===== src/rtl/code_entry_front.sv =====
// Access-code entry front end: debounces the code switches, enforces
// press/release discipline, assembles three digits into a packed code and
// offers it to the downstream FSM over a valid/ack handshake.
module code_entry_front #(
   parameter int unsigned STABLE_CYCLES  = 2,   // 1..15
   parameter int unsigned TIMEOUT_CYCLES = 20   // 1..255
) (
   input  logic       clk_2,
   input  logic       reset,
   input  logic       cartao,
   input  logic [2:0] cod_raw,
   input  logic       code_ack,
   output logic [2:0] digit,
   output logic       digit_pulse,
   output logic [1:0] digit_count,
   output logic [8:0] code_out,
   output logic       code_valid,
   output logic       timeout,
   output logic [1:0] state_dbg
);

   typedef enum logic [1:0] {
      StIdle        = 2'd0,
      StWaitPress   = 2'd1,
      StWaitRelease = 2'd2,
      StHold        = 2'd3
   } state_e;

   localparam logic [3:0] StableMax = 4'(STABLE_CYCLES);
   // tmo_cnt holds the number of counted cycles so far; the edge that would
   // make it TIMEOUT_CYCLES is the one that abandons the entry.
   localparam logic [7:0] TmoLast   = 8'(TIMEOUT_CYCLES - 1);

   state_e     state_q, state_d;
   logic [2:0] cod_prev_q;
   logic [3:0] stab_cnt_q, stab_cnt_d;
   logic [7:0] tmo_cnt_q, tmo_cnt_d;
   logic [2:0] digit_q, digit_d;
   logic       pulse_q, pulse_d;
   logic [1:0] count_q, count_d;
   logic [8:0] code_q, code_d;
   logic       valid_q, valid_d;
   logic       tmo_pulse_q, tmo_pulse_d;

   logic       same;
   logic       stable;

   // Stability counter: clears on any change, saturates at STABLE_CYCLES.
   // "stable" is evaluated on the count this edge reaches, so acceptance
   // happens on the same edge the count saturates.
   always_comb begin
      same = (cod_raw == cod_prev_q);
      stab_cnt_d = 4'd0;
      if (same) begin
         stab_cnt_d = (stab_cnt_q == StableMax) ? stab_cnt_q : stab_cnt_q + 4'd1;
      end
      stable = same && (stab_cnt_d == StableMax);
   end

   // Next-state and registered-output logic of the entry FSM.
   always_comb begin
      state_d     = state_q;
      tmo_cnt_d   = tmo_cnt_q;
      digit_d     = digit_q;
      pulse_d     = 1'b0;
      count_d     = count_q;
      code_d      = code_q;
      valid_d     = 1'b0;
      tmo_pulse_d = 1'b0;

      unique case (state_q)
         StIdle: begin
            count_d   = 2'd0;
            code_d    = 9'd0;
            tmo_cnt_d = 8'd0;
            // A switch already set at insertion must be released first.
            if (cartao) begin
               state_d = StWaitRelease;
            end
         end

         StWaitPress, StWaitRelease: begin
            if (!cartao) begin
               // Card removal beats a simultaneous press or timeout.
               state_d   = StIdle;
               count_d   = 2'd0;
               code_d    = 9'd0;
               tmo_cnt_d = 8'd0;
            end else if (state_q == StWaitPress && stable && cod_raw != 3'd0) begin
               // Accepted press beats a simultaneous timeout.
               digit_d   = cod_raw;
               pulse_d   = 1'b1;
               tmo_cnt_d = 8'd0;
               count_d   = count_q + 2'd1;
               unique case (count_q)
                  2'd0:    code_d[8:6] = cod_raw;
                  2'd1:    code_d[5:3] = cod_raw;
                  default: code_d[2:0] = cod_raw;
               endcase
               state_d = (count_q == 2'd2) ? StHold : StWaitRelease;
            end else if (tmo_cnt_q == TmoLast) begin
               // Entry abandoned; card stays in, start over from release.
               tmo_pulse_d = 1'b1;
               tmo_cnt_d   = 8'd0;
               count_d     = 2'd0;
               code_d      = 9'd0;
               state_d     = StWaitRelease;
            end else begin
               tmo_cnt_d = tmo_cnt_q + 8'd1;
               if (state_q == StWaitRelease && stable && cod_raw == 3'd0) begin
                  state_d = StWaitPress;
               end
            end
         end

         StHold: begin
            // Code is frozen; only a qualified ack releases it, even if the
            // card has been pulled meanwhile.
            if (valid_q && code_ack) begin
               count_d   = 2'd0;
               code_d    = 9'd0;
               tmo_cnt_d = 8'd0;
               state_d   = cartao ? StWaitRelease : StIdle;
            end else begin
               valid_d = 1'b1;
            end
         end

         default: state_d = StIdle;
      endcase
   end

   // State and datapath registers with synchronous reset.
   always_ff @(posedge clk_2) begin
      if (reset) begin
         state_q     <= StIdle;
         cod_prev_q  <= 3'd0;
         stab_cnt_q  <= 4'd0;
         tmo_cnt_q   <= 8'd0;
         digit_q     <= 3'd0;
         pulse_q     <= 1'b0;
         count_q     <= 2'd0;
         code_q      <= 9'd0;
         valid_q     <= 1'b0;
         tmo_pulse_q <= 1'b0;
      end else begin
         state_q     <= state_d;
         cod_prev_q  <= cod_raw;
         stab_cnt_q  <= stab_cnt_d;
         tmo_cnt_q   <= tmo_cnt_d;
         digit_q     <= digit_d;
         pulse_q     <= pulse_d;
         count_q     <= count_d;
         code_q      <= code_d;
         valid_q     <= valid_d;
         tmo_pulse_q <= tmo_pulse_d;
      end
   end

   assign digit       = digit_q;
   assign digit_pulse = pulse_q;
   assign digit_count = count_q;
   assign code_out    = code_q;
   assign code_valid  = valid_q;
   assign timeout     = tmo_pulse_q;
   assign state_dbg   = state_q;

endmodule


===== config.mk =====
export PLATFORM = sky130hd
export DESIGN_NAME = code_entry_front
export DESIGN_NICKNAME = d
export VERILOG_FILES = /design/src/rtl/code_entry_front.sv
export SDC_FILE = /design/constraint.sdc
export NUM_CORES = 1
export LEC_CHECK = 0
export BUFFER_PORTS_ARGS = -buffer_cell sky130_fd_sc_hd__buf_4
export CORE_ASPECT_RATIO = 0.75
export CORE_MARGIN = 8
export CORE_UTILIZATION = 25
export DETAILED_ROUTE_END_ITERATION = 12
export PLACE_DENSITY = 0.41
export SYNTH_ARGS = -nofsm -noshare
export SYNTH_HDL_FRONTEND = slang
export SYNTH_SLANG_ARGS = --single-unit

===== constraint.sdc =====
create_clock -name clk_2 -period 2.75 [get_ports clk_2]
set_input_delay 0.1375 -clock clk_2 [delete_from_list [all_inputs] [get_ports clk_2]]
set_output_delay 0.1375 -clock clk_2 [all_outputs]
set_load 0.005 [all_outputs]

==> metrics.txt <==
antenna violations before repair=0; NetSw=0.298 mW; Finished Cell Area=2130 um2; syn_area_per_cell=8.86 um2; RSZ-0062 raised after global routing=false; routed length per instance=14.1 um; chip height=87.8 um; Post-synth top cells=34 x dfxtp_1, 16 x a21oi_1, 13 x nand2_1; synth top area cells=dfxtp_1 40%, ha_1 8.0%, a21oi_1 4.7%; Core ar.=6730 um2; Root Driver=clkbuf_8; kind of critical path=register to register; CTS tree=done; LEAKAGE=0.843 nW; CTS Buf Count=5; Total Wirelength=4350 um; Worst Hold Class=input port to register; first-pass GRT wire length=7450 um; switch share=27.8%; highest clock rate=0.384 GHz; CP most frequent cell=or3_1; Site Rows=26; most frequent cell after synthesis=dfxtp_1; worst vdd ir=0.156 mV; I/O pin cnt=26; share of cells above drive strength 1=21.8%; Crit Path Max Fanout=6; fill cell count=698; syn_nets=212; final hold vios=0; Reg area=684 um2; HPWL Detailed=3090 um; met3 WL=243 um; Placement Cell Area=2030 um2; Clock Sinks=34; pin count of the biggest net entering global routing=34; Highest Signal Layer=met4; final setup slack of the worst path=0.147 ns; CP bufs+invs=1; nets@finish=242; sequence of cells on the critical path=inv_1, ha_1, or3_1, a211o_1, a21o_4, or3_1, or4_1, a21oi_2; Congestion Overflow GR=0; synth warn=0; Post-synth ARST share=0%; fin cells=309; worst path arrival time=2.82 ns; vias=1465; Layout area overhead=23.7%; routed length on met1=2230 um; slowest cell delay on critical path=0.50 ns; Mapped Area=1720 um2; Crit. End Element=register; Die X=112 um; vias in the first global route=1417; EDFF count, synth=0; antenna-violating nets left=0; placed cells=301; Synth cell types=41; Worst Skew=0.00686 ns; clock power share=35.9%; post-synthesis sequential area ratio=39.6%; DRT iter0 DRCs=60; Max-Cap Viols=0; Syn Inst Count=194; drt first pass iters=4; gr usage total=9.39%; Clock Path Buffers=2; Final Cycle Share=94.7%; Least-Margin Pin Slew=0.919 ns; Post-synth top flop=dfxtp_1; sequential share of power=48.5%; IO buf count=25; Avg Vias per Cell=4.74; Post-CTS Setup Repair Bufs=0; Logic pwr share=15.6%; post-synth top area cell=dfxtp_1; clk slew on worst S/H paths=0.07 ns; clock latency on the worst-skew pair=0.28 ns; # diodes=0; Die ar.=9810 um2; # DRC=0; met2 routed WL=1860 um; post-route setup TNS=0 ns; pre-CTS WS=0.0577 ns; post-synth top area share=39.6%; Worst EP required=2.96 ns; Multi-input gate area=951 um2; Setup crit start kind=register; relative slew slack=38.2%; flops & latches, synth=34; final slew viol count=0; status=completed; Setup Viol. Count Final=0; PD cells=503 nW/um2; reg2reg setup slack=0.15 ns; P_int=0.772 mW; H-tree levels=2; Final Critical Period=2.60 ns; initial core utilization=25.5%; Crit-path slowest cell=or4_1; Hold Slack=0.137 ns; Hold-fix buffers, CTS=0; routability cong.=0.797; crit-path leading delay family=simple AND/OR/NAND/NOR gates
stage by stage:
| step | util (%) | power, mW |
|---|---|---|
| after floorplan | - | 0.637 |
| after global placement | 30.1 | 0.699 |
| after detailed placement | 30.1 | 0.697 |
| after CTS | 31.5 | 1.09 |
| after global routing | 31.6 | 1.14 |
| final | 31.6 | 1.07 |
cell usage in the layout (no fill, tap or decap), drive strengths merged, types with 2 or more instances in the layout:
| cell type | instances |
|---|---|
| nor4b | 3 |
| o311ai | 3 |
| xor2 | 8 |
| a211oi | 2 |
| or4 | 2 |
| nor2b | 5 |
| dfxtp | 34 |
| a21boi | 2 |
| o21ai | 8 |
| nand3 | 11 |
| mux2i | 3 |
| nand4 | 2 |
| ha | 11 |
| o31ai | 8 |
| nor2 | 9 |
| clkbuf | 7 |
| nor3 | 11 |
| or3 | 3 |
| and3 | 2 |
| nor4 | 5 |
| inv | 7 |
| nand3b | 4 |
| a21oi | 16 |
| nand2 | 13 |
| buf | 34 |
metal layers:
metal / vias to the layer above / track usage [%]
met1: 668 / 12.5
met5: - / 0
met4: 0 / 2.97
met3: 2 / 3.03
met2: 31 / 14.0
li1: 764 / -
layout make-up:
| cell class | count | area share (%) |
|---|---|---|
| Tap cell | 84 | 4.94 |
| Timing Repair Buffer | 34 | 12.6 |
| Inverter | 7 | 1.24 |
| Sequential cell | 34 | 32.2 |
| Clock buffer | 7 | 4.06 |
| Clock inverter | 1 | 0.235 |
| Multi-Input combinational cell | 142 | 44.7 |
sequential cells by signal, summed over array words and instances, names as in the netlist:
name / flops
code_out: 9
tmo_cnt_q: 8
state_dbg: 2
digit_pulse: 1
code_valid: 1
digit: 3
stab_cnt_q: 4
timeout: 1
cod_prev_q: 3
digit_count: 2
cells by family after synthesis:
logic type	share of synthesized area [%]
simple gates	24.5
compound gates	16.5
flops	39.6
buf+inv	5.46
fa+ha+maj	8.01
xor+xnor	4.08
mux	1.75
power groups by stage:
stage	sequential (mW)	combinational (mW)	clock (mW)
final	0.518	0.167	0.384
after global routing	0.522	0.190	0.426
after global placement	0.531	0.168	0
after detailed placement	0.531	0.166	0
after CTS	0.519	0.168	0.408
after floorplan	0.527	0.110	0
worst paths after layout:
path,startpoint,endpoint,depth (start not counted)
worst min-delay path,cod_raw[2],digit[2]$_SDFFE_PP0P_,3
worst min register to register,code_out[7]$_SDFFE_PP0P_,code_out[7]$_SDFFE_PP0P_,2
worst max-delay path,stab_cnt_q[0]$_SDFF_PP0_,digit_count[0]$_SDFFE_PP0P_,8
worst max register to register,stab_cnt_q[0]$_SDFF_PP0_,digit_count[0]$_SDFFE_PP0P_,8
worst reg2reg max path: stages, from the launching register on:
cell and delay [ns]:
dfxtp_4 0.37, inv_1 0.06, ha_1 0.21, or3_1 0.35, a211o_1 0.31, a21o_4 0.21, or3_1 0.38, or4_1 0.50
a21oi_2 0.14
timing repair:
item                                    in CTS  in global routing
hold endpoints to repair                     0                  0
endpoints found under the setup margin       0                  3
resized for setup                            0                  3
No activity file was read; power rests on OpenSTA's default activity.
